**src/rtl/fetch_pkg.sv**
```systemverilog
// Shared types and constants for the instruction-fetch stage.
// Exception codes match the pipeline-wide 4-bit encoding.
package fetch_pkg;

  typedef enum logic [2:0] {
    IDLE,
    FETCH,
    WAIT,
    DRAIN,
    PRESENT,
    EXC
  } fetch_state_t;

  typedef enum logic [1:0] {
    PC_HOLD,
    PC_INC,
    PC_REDIRECT,
    PC_TRAP
  } pc_sel_t;

  localparam logic [3:0]  EXC_NONE               = 4'hF;
  localparam logic [3:0]  EXC_INSTR_MISALIGNED   = 4'h0;
  localparam logic [3:0]  EXC_INSTR_ACCESS_FAULT = 4'h1;
  localparam logic [31:0] RESET_PC_DEFAULT       = 32'h0000_0000;

endpackage

```
**src/rtl/fetch_pc_reg.sv**
```systemverilog
// Program counter with next-PC select: trap vector, branch target, +4 or hold.
module fetch_pc_reg
  import fetch_pkg::*;
#(
  parameter logic [31:0] RESET_PC = RESET_PC_DEFAULT
) (
  input  logic        clk,
  input  logic        rst_n,
  input  logic        en,
  input  pc_sel_t     sel,
  input  logic [31:0] redirect_pc,
  input  logic [31:0] trap_vector,
  output logic [31:0] pc
);

  logic [31:0] pc_reg;
  logic [31:0] pc_next;

  always_comb begin
    pc_next = pc_reg;
    case (sel)
      PC_INC:      pc_next = pc_reg + 32'd4;
      PC_REDIRECT: pc_next = redirect_pc;
      PC_TRAP:     pc_next = trap_vector;
      default:     pc_next = pc_reg;
    endcase
  end

  always_ff @(posedge clk or negedge rst_n) begin
    if (!rst_n) begin
      pc_reg <= RESET_PC;
    end else if (en) begin
      pc_reg <= pc_next;
    end
  end

  assign pc = pc_reg;

endmodule

```
**src/rtl/fetch_unit.sv**
```systemverilog
// Instruction-fetch stage: owns the PC, issues one outstanding imem request at a
// time and holds the fetched word (or fetch exception) until decode consumes it.
module fetch_unit
  import fetch_pkg::*;
#(
  parameter logic [31:0] RESET_PC = RESET_PC_DEFAULT
) (
  input  logic        i_clk,
  input  logic        i_rst_n,
  input  logic        i_clk_en,
  input  logic        i_stall_f,
  input  logic        i_redirect,
  input  logic [31:0] i_redirect_pc,
  input  logic        i_trap,
  input  logic [31:0] i_trap_vector,
  output logic        o_imem_req,
  output logic [31:0] o_imem_addr,
  input  logic        i_imem_rvalid,
  input  logic [31:0] i_imem_rdata,
  input  logic        i_imem_err,
  output logic        o_valid_f,
  output logic [31:0] o_instr_f,
  output logic [31:0] o_pc_f,
  output logic [31:0] o_pc_p4_f,
  output logic [3:0]  o_exception_code_f
);

  fetch_state_t state_reg, state_next;
  pc_sel_t      pc_sel;
  logic [31:0]  pc;
  logic         req;
  logic         redirect_any;

  logic         valid_reg, valid_next;
  logic [31:0]  instr_reg, instr_next;
  logic [31:0]  pc_out_reg, pc_out_next;
  logic [3:0]   exc_reg, exc_next;

  fetch_pc_reg #(.RESET_PC(RESET_PC)) u_pc_reg (
    .clk         (i_clk),
    .rst_n       (i_rst_n),
    .en          (i_clk_en),
    .sel         (pc_sel),
    .redirect_pc (i_redirect_pc),
    .trap_vector (i_trap_vector),
    .pc          (pc)
  );

  assign redirect_any = i_trap | i_redirect;

  always_comb begin
    state_next  = state_reg;
    pc_sel      = PC_HOLD;
    req         = 1'b0;
    valid_next  = valid_reg;
    instr_next  = instr_reg;
    pc_out_next = pc_out_reg;
    exc_next    = exc_reg;

    // A redirect always wins the PC, whatever the state does with it.
    if (redirect_any) begin
      pc_sel = i_trap ? PC_TRAP : PC_REDIRECT;
    end

    case (state_reg)
      IDLE: state_next = FETCH;
      FETCH: begin
        if (!redirect_any) begin
          if (pc[1:0] != 2'b00) begin
            valid_next  = 1'b1;
            instr_next  = 32'd0;
            pc_out_next = pc;
            exc_next    = EXC_INSTR_MISALIGNED;
            state_next  = EXC;
          end else begin
            req        = 1'b1;
            state_next = WAIT;
          end
        end
      end
      WAIT: begin
        if (redirect_any) begin
          state_next = i_imem_rvalid ? FETCH : DRAIN;
        end else if (i_imem_rvalid) begin
          valid_next  = 1'b1;
          instr_next  = i_imem_err ? 32'd0 : i_imem_rdata;
          pc_out_next = pc;
          exc_next    = i_imem_err ? EXC_INSTR_ACCESS_FAULT : EXC_NONE;
          state_next  = PRESENT;
        end
      end
      DRAIN: begin
        if (i_imem_rvalid) state_next = FETCH;
      end
      PRESENT: begin
        if (redirect_any || !i_stall_f) begin
          if (!redirect_any) pc_sel = PC_INC;
          valid_next  = 1'b0;
          instr_next  = 32'd0;
          pc_out_next = 32'd0;
          exc_next    = EXC_NONE;
          state_next  = FETCH;
        end
      end
      EXC: begin
        if (redirect_any) begin
          valid_next  = 1'b0;
          instr_next  = 32'd0;
          pc_out_next = 32'd0;
          exc_next    = EXC_NONE;
          state_next  = FETCH;
        end
      end
      default: state_next = IDLE;
    endcase
  end

  always_ff @(posedge i_clk or negedge i_rst_n) begin
    if (!i_rst_n) begin
      state_reg  <= IDLE;
      valid_reg  <= 1'b0;
      instr_reg  <= 32'd0;
      pc_out_reg <= 32'd0;
      exc_reg    <= EXC_NONE;
    end else if (i_clk_en) begin
      state_reg  <= state_next;
      valid_reg  <= valid_next;
      instr_reg  <= instr_next;
      pc_out_reg <= pc_out_next;
      exc_reg    <= exc_next;
    end
  end

  // Gating with the enable keeps the strobe to exactly one accepted cycle.
  assign o_imem_req         = req & i_clk_en;
  assign o_imem_addr        = pc;
  assign o_valid_f          = valid_reg;
  assign o_instr_f          = instr_reg;
  assign o_pc_f             = pc_out_reg;
  assign o_pc_p4_f          = valid_reg ? (pc_out_reg + 32'd4) : 32'd0;
  assign o_exception_code_f = exc_reg;

endmodule

```
**config.mk**
```make
export PLATFORM = sky130hd
export DESIGN_NAME = fetch_unit
export DESIGN_NICKNAME = d
export VERILOG_FILES = /design/src/rtl/fetch_pkg.sv /design/src/rtl/fetch_pc_reg.sv /design/src/rtl/fetch_unit.sv
export SDC_FILE = /design/constraint.sdc
export NUM_CORES = 1
export LEC_CHECK = 0
export ABC_AREA = 0
export CAP_MARGIN = 20
export CORE_ASPECT_RATIO = 1.1
export CORE_MARGIN = 8
export CORE_UTILIZATION = 35
export CTS_BUF_LIST = sky130_fd_sc_hd__clkbuf_2 sky130_fd_sc_hd__clkbuf_4 sky130_fd_sc_hd__clkbuf_8
export CTS_CLUSTER_DIAMETER = 30
export CTS_CLUSTER_SIZE = 14
export DETAILED_ROUTE_END_ITERATION = 10
export PLACE_DENSITY = 0.73
export SKIP_CTS_REPAIR_TIMING = 1
export SYNTH_ARGS = -nofsm -noshare
export SYNTH_HDL_FRONTEND = slang
export SYNTH_SLANG_ARGS = --single-unit
```
**constraint.sdc**
```tcl
create_clock -name i_clk -period 3.15 [get_ports i_clk]
set_clock_uncertainty 0.2 [all_clocks]
set_input_delay 0.945 -clock i_clk [delete_from_list [all_inputs] [get_ports i_clk]]
set_output_delay 0.945 -clock i_clk [all_outputs]
set_load 0.1 [all_outputs]
```
After elaboration in Yosys (flattened, before gate mapping)
Index checks and enable logic that the tools add are counted.

Word-level logic and storage cells: 82. Input port bits: 104. Bits in registers: 104. Bits in read-only memories: 0. Memories: 0. Output and inout port bits: 134. Latch bits: 0. RAM bits: 0.

Shift operators: 0. Divide/modulo/power cells: 0. Add/sub/neg operators: 2. Order comparisons: 0. Equal/unequal tests: 16. Bitwise operators: 2. Mux-type cells: 47. $mul: 0. Reduce and logical (&&, ||, !) cells: 9.

Operators by type and width (count): $mux W32 (12); $pmux W32 S4 (2); $pmux W32 S3 (1); $add A32 B3 Y32 const B (2); $mux W4 (7); $mux W3 (7); $pmux W3 S6 (1); $pmux W4 S4 (1); $ne A2 B2 Y1 const B (7); $mux W1 (10); $mux W2 (5); $reduce_and A8 Y1 (1); $eq A3 B2 Y1 const B (2); $eq A3 B3 Y1 const B (2); $reduce_and A6 Y1 (1); $eq A2 B2 Y1 const B (2); $pmux W1 S4 (1); $reduce_bool A4 Y1 (1); $eq A3 B1 Y1 const B (1); $logic_not A3 Y1 (1); $ne A3 B3 Y1 const B (1); $reduce_bool A3 Y1 (1); $eq A2 B1 Y1 const B (1); $reduce_and A2 Y1 (1); 5 further kinds (5).

Depth between registers and ports, before layout
Gate-level depths: netlist (run 1).

Depth in word-level cells: 8. Depth in mapped cells: 8. Mapped depth without buffers: 6.

Hierarchy
A second synthesis (run 1) with hierarchy kept.

Cell total of the unflattened synthesis: 768. Area, all modules: 6731.5 um^2.

By module, submodules not included: fetch_unit (times used 1, area each 4023.9 um^2, seq. area each 1754.2 um^2, cells each 440); fetch_pc_reg (times used 1, area each 2707.6 um^2, seq. area each 800.8 um^2, cells each 328).

Worst setup path after synthesis (run 1)
OpenSTA, ideal clock, no wires.

Path kind: reg-to-output. From: register pc_out_reg[4] (netlist: o_pc_f[4]). To: output o_pc_p4_f[23]. Data required time: 2.005 ns. Stages on the path, launching flop included: 5. Path slack: -2.243 ns. Data arrival time: 4.248 ns. Buffers on the path: 0. Cell sequence: dfrtp_1 nand4_4 nor4_1 nand2_1 o31ai_1.

Cells in the longest elaborated chain, start to end: 2.

Ends and longest elaborated chain: from (decl) (RTL line fetch_unit.sv:36) `logic [31:0] pc_out_reg, pc_out_next;`; from (signal assigned) (RTL line fetch_unit.sv:129) `pc_out_reg <= pc_out_next;`; $add A32 B3 Y32 (RTL line fetch_unit.sv:140) `assign o_pc_p4_f = valid_reg ? (pc_out_reg + 32'd4) : 32'd0;`; $mux W32 (RTL line fetch_unit.sv:140); to (decl) (RTL line fetch_unit.sv:24) `output logic [31:0] o_pc_p4_f,`.

No other way between the ends.

Worst setup path after layout (run 1)
From: register pc_out_reg[3] (netlist: o_pc_f[3]). To: output o_pc_p4_f[22].

The elaborated chain is that of the path after synthesis.

==> out/results.ini, run 1 <==
[run_status]
status = complete, but fails checks
violations = setup timing

[die]
core_area_um2 = 17100
rows = 50
die_h_um = 155
initial_core_util = 0.358
ios = 238
die_w_um = 142
dieArea_um2 = 22000

[critical_path]
cp_cell_sequence = ha_4 > inv_2 > or4_4 > nor4_2 > xor2_1 > and2_4 > buf_12
cp-end-kind = primary output
cp.arrival_ns = 2.37
critPathSlowestCell = or4_4
critical_path_class = reg2out
cp_top_family = simple AND/OR/NAND/NOR gates
cp.depth = 7
worst_path_largest_cell_delay_ns = 0.57
cp.required_ns = 2.00
path_buf_inv = 2
critPathLaunchType = flop
cp_max_fo = 8
rr_worst_depth = 6

[global_routing]
track_usage = 0.199
grt_antenna_before_repair = 0
grt_pass1_wl_mm = 35.0
grt_overflow_total = 0
grt_pass1_vias = 6256
grt_max_degree = 73

[yosys]
synth_adder_area_share = 0.00409
synthSimpleGateAreaFrac = 0.327
ys_seq_area_frac = 0.418
synth_compound_area_frac = 0.160
synth_area_um2 = 6110
syn_nets = 849
yosys_register_bits = 102
yosysWarnings = 0
synthFlopType = dfrtp_1
synth_cell_types = 68
synth.avg_cell_area_um2 = 8.23
netlist_instances = 743
synth_top_family_by_area = simple AND/OR/NAND/NOR gates
synthMuxAreaShare = 0.00532
synth_edf_count = 0
synth_xor_area_frac = 0.0330
async_flop_share = 1.00

[clocking]
cts_sinks = 102
path_clk_slew_ns = 0.10
cts_root_buf = clkbuf_8
cts_buffer_depth = 2
clkLatencyLatePin_ns = 0.38
htree_levels = 3
cts_buffers = 9
tritoncts = yes

[place]
numPortBuffers = 237
dp_cells = 1211
dp_slack_ns = -0.119
hpwl_mm = 17.2
gp_congestion = 0.923

[pwr]
ir_drop_mv = 0.591
p_leak_nw = 4.41
p_per_area_nw_per_um2 = 954

[hold_path]
hold_class = in2async

[timing]
hold_viol = 0
min_period_ns = 3.51
finalSetupViolCount = 20
tightest_slew_ns = 0.643
worst_slack_ns = -0.361
slew_violations = 0
clock.fmax_ghz = 0.285
finalCritPeriodShare = 1.11
rsz0062_at_grt = yes
max-slew-margin-rel = 0.566

[drt]
drt_iter0_markers = 547
wl_per_cell_um = 18.1
vias_per_cell = 5.27
vias = 6534
ant_nets = 0
wirelength_mm = 22.5
dr.pass1.iters = 5
drc_errors = 0

[flow_run]
drv_cap = 0

[layout]
area_growth_pct = 58.8
layout_commonest_cell = nand2_1
fin_cells = 1239
diodes = 0
fin_nets = 1106
layout_common_cells = nand2_1, buf_4, clkdlybuf4s50_1
drive_gt1_frac = 0.316

metal layers:
layer | global-route usage | routed length [um] | share of wire | vias up
li1 | - | - | - | 3168
met1 | 0.256 | 9610 | 0.43 | 3067
met2 | 0.317 | 10900 | 0.48 | 259
met5 | 0 | 0 | 0 | -
met4 | 0.0758 | 536 | 0.024 | 0
met3 | 0.0440 | 1490 | 0.066 | 40
kinds of logic after synthesis:
| group | count (synthesis) |
|---|---|
| and+or+nand+nor | 396 |
| AOI/OAI and AO/OA | 149 |
| DFF | 102 |
| buffers and inverters | 68 |
| xor gates and xnor gates | 23 |
| muxes | 3 |
| adders and majority gates | 2 |
stage by stage:
step | util | hold WS [ns] | area, um^2 | TNS (ns) | total power (W)
final | 0.568 | 0.208 | 9710 | -3.13 | 0.00926
after global routing | 0.568 | 0.203 | 9710 | -5.54 | 0.00965
after CTS | 0.556 | 0.192 | 9500 | -3.73 | 0.00918
after detailed placement | 0.544 | 0.257 | 9290 | -4.64 | 0.00829
after global placement | 0.544 | 0.251 | 9290 | -2.96 | 0.00824
after floorplan | - | 0.361 | 6360 | -2.39 | 0.00642
cell usage after synthesis, types with 5 or more instances:
cell | count | area, um^2
a21oi_1 | 23 | 115
and2_1 | 25 | 156
clkbuf_1 | 31 | 116
and3_1 | 12 | 75.1
buf_4 | 8 | 60.1
o21ai_0 | 46 | 230
nor4_1 | 10 | 62.6
a22o_1 | 5 | 43.8
nor3_1 | 11 | 55.1
xor2_1 | 6 | 52.6
nor2_1 | 27 | 101
dfrtp_1 | 100 | 2500
o22ai_1 | 11 | 68.8
nor2b_1 | 8 | 50.1
a31oi_1 | 5 | 31.3
inv_1 | 15 | 56.3
buf_2 | 8 | 40.0
o21ai_1 | 6 | 30.0
nand3_1 | 81 | 405
or3_1 | 7 | 43.8
xnor2_1 | 17 | 149
nand2_1 | 167 | 627
nand4_1 | 17 | 106
path summary, 6_finish.rpt:
| check | startpoint | to | slack [ns] |
|---|---|---|---|
| max in group asynchronous | i_rst_n | o_pc_f[22]$_DFFE_PN0P_ | 1.78 |
| setup / recovery | o_pc_f[3]$_DFFE_PN0P_ | o_pc_p4_f[22] | -0.36 |
| hold reg to reg | o_instr_f[1]$_DFFE_PN0P_ | o_instr_f[1]$_DFFE_PN0P_ | 0.27 |
| min in group i_clk | o_instr_f[1]$_DFFE_PN0P_ | o_instr_f[1]$_DFFE_PN0P_ | 0.27 |
| setup reg to reg | u_pc_reg.pc[3]$_DFFE_PN0P_ | u_pc_reg.pc[20]$_DFFE_PN0P_ | 0.58 |
| hold / removal | i_rst_n | o_instr_f[12]$_DFFE_PN0P_ | 0.21 |
cell type report:
type	count	area, um^2
well taps	234	293
multi-input cells	573	3510
fillers	1551	7370
clock buffers	13	166
inverters	15	56.3
flip-flops and latches	102	2650
repair buffers	299	3000
clock inverters	3	42.5
power breakdown:
| group | internal, W | total (W) | switching, W |
|---|---|---|---|
| combinational | 0.00178 | 0.00621 | 0.00444 |
| clock | 0.000428 | 0.000884 | 0.000456 |
| sequential | 0.00170 | 0.00216 | 0.000467 |
| total | 0.00390 | 0.00926 | 0.00536 |
Note: power is estimated with default switching activity, not from simulation.
==> inputs of run 2 (changes only) <==
--- a/config.mk
+++ b/config.mk
@@ -9,12 +9,12 @@
 export CAP_MARGIN = 20
 export CORE_ASPECT_RATIO = 1.1
 export CORE_MARGIN = 8
-export CORE_UTILIZATION = 35
+export CORE_UTILIZATION = 40
 export CTS_BUF_LIST = sky130_fd_sc_hd__clkbuf_2 sky130_fd_sc_hd__clkbuf_4 sky130_fd_sc_hd__clkbuf_8
 export CTS_CLUSTER_DIAMETER = 30
 export CTS_CLUSTER_SIZE = 14
 export DETAILED_ROUTE_END_ITERATION = 10
-export PLACE_DENSITY = 0.73
+export PLACE_DENSITY = 0.81
 export SKIP_CTS_REPAIR_TIMING = 1
 export SYNTH_ARGS = -nofsm -noshare
 export SYNTH_HDL_FRONTEND = slang
==> out/results.ini, run 2 (synthesized netlist as in run 1, its figures left out) <==
[global_routing]
grt_pass1_wl_mm = 34.9
grt_max_degree = 73
grt_overflow_total = 0
track_usage = 0.218
grt_antenna_before_repair = 0
grt_pass1_vias = 6346

[drt]
wirelength_mm = 22.3
dr.pass1.iters = 7
drc_errors = 0
ant_nets = 0
drt_iter0_markers = 531
vias = 6623
vias_per_cell = 5.51
wl_per_cell_um = 18.5

[timing]
hold_ws_ns = 0.272
slew_violations = 0
rsz0062_at_grt = yes
min_period_ns = 3.50
worst_slack_ns = -0.350
final.setup.tns_ns = -3.50
finalSetupViolCount = 18
clock.fmax_ghz = 0.286
hold_viol = 0
finalCritPeriodShare = 1.11
tightest_slew_ns = 0.604
max-slew-margin-rel = 0.592

[pwr]
p_per_area_nw_per_um2 = 954
switching_share = 0.584
ir_drop_mv = 0.673
share_comb_of_total_power = 0.682
power_frac_clock = 0.082
p_switching_w = 0.00538
p_leak_nw = 4.42
intPower_w = 0.00383
p_seq_frac = 0.236

[clocking]
path_clk_slew_ns = 0.09
tritoncts = yes
cts_buffer_depth = 2
cts_root_buf = clkbuf_8
cts_buffers = 9
htree_levels = 3
clkLatencyLatePin_ns = 0.37
cts_sinks = 102

[die]
initial_core_util = 0.408
die_h_um = 146
dieArea_um2 = 19500
die_w_um = 134
ios = 238
core_area_um2 = 15000
rows = 47

[layout]
final_cell_area_um2 = 9640
diodes = 0
layout_commonest_cell = nand2_1
fin_util = 0.643
layout_common_cells = nand2_1, buf_4, clkdlybuf4s50_1
drive_gt1_frac = 0.318
area_growth_pct = 57.7
seq_area_um2 = 2650
fill_cells = 1232
multi_input_area_um2 = 3530
fin_nets = 1106
fin_cells = 1201

[critical_path]
critPathLaunchType = flop
critPathSlowestCell = or4_4
cp.arrival_ns = 2.36
critPathLaunch = o_pc_f[2]$_DFFE_PN0P_
worst_path_largest_cell_delay_ns = 0.59
cp-end-kind = primary output
cp.required_ns = 2.00
r2r-start = u_pc_reg.pc[2]$_DFFE_PN0P_
cp_max_fo = 8
critical_path_class = reg2out
cp_cell_sequence = ha_4 > inv_2 > or4_4 > nor4_2 > xor2_1 > and2_4 > buf_12

[place]
dp_cells = 1171
hpwl_mm = 17.0
place_area_um2 = 9210
numPortBuffers = 237
gp_congestion = 0.932

[hold_path]
hold_class = reg2reg
hold_start = o_instr_f[23]$_DFFE_PN0P_

[run_status]
status = complete, but fails checks
violations = setup timing

[flow_run]
drv_cap = 0

-- run 2: metrics by stage --
stage | power, W | setup slack, ns
after floorplan | 0.00642 | -0.467
final | 0.00920 | -0.350
after global routing | 0.00956 | -0.449
after CTS | 0.00905 | -0.355
after detailed placement | 0.00829 | -0.132
after global placement | 0.00821 | -0.0927
-- run 2: area by class of cell --
| cell class | instances | share of cell area |
|---|---|---|
| Clock inverter | 4 | 0.00234 |
| Sequential cell | 102 | 0.274 |
| Inverter | 15 | 0.00584 |
| Multi-Input combinational cell | 573 | 0.367 |
| Clock buffer | 12 | 0.0158 |
| Timing Repair Buffer | 299 | 0.310 |
| Tap cell | 196 | 0.0254 |
-- run 2: per-layer routing --
| metal | part of all wire | GRT usage | vias up | routed length [um] |
|---|---|---|---|---|
| li1 | - | - | 3152 | - |
| met1 | 0.41 | 0.281 | 3117 | 9180 |
| met2 | 0.48 | 0.349 | 311 | 10800 |
| met3 | 0.074 | 0.0452 | 43 | 1640 |
| met4 | 0.031 | 0.0883 | 0 | 692 |
| met5 | 0 | 0 | - | 0 |
-- run 2: worst max-delay path, delay by kind of cell (launching register included) --
family | cells | cell delay (ns)
buffers and inverters | 2 | 0.19
XOR/XNOR | 1 | 0.20
AND/OR/NAND/NOR | 3 | 1.01
flip-flops | 1 | 0.45
adder cells (fa/ha/maj) | 1 | 0.14
-- run 2: path summary, 6_finish.rpt --
path	endpoint	slack, ns	cells past startpoint
worst max register to register	u_pc_reg.pc[20]$_DFFE_PN0P_	0.69	5
max in group asynchronous	u_pc_reg.pc[27]$_DFFE_PN0P_	1.73	2
worst max-delay path	o_pc_p4_f[22]	-0.35	7
min in group asynchronous	o_instr_f[22]$_DFFE_PN0P_	0.36	1
worst min register to register	o_instr_f[23]$_DFFE_PN0P_	0.27	2
worst min-delay path	o_instr_f[23]$_DFFE_PN0P_	0.27	2
-- run 2: power groups by stage --
| stage | clock [W] | sequential (W) | combinational, W |
|---|---|---|---|
| final | 0.000758 | 0.00217 | 0.00627 |
| after global routing | 0.000820 | 0.00221 | 0.00653 |
| after CTS | 0.000776 | 0.00218 | 0.00610 |
| after detailed placement | 0 | 0.00220 | 0.00609 |
| after global placement | 0 | 0.00218 | 0.00602 |
| after floorplan | 0 | 0.00410 | 0.00233 |
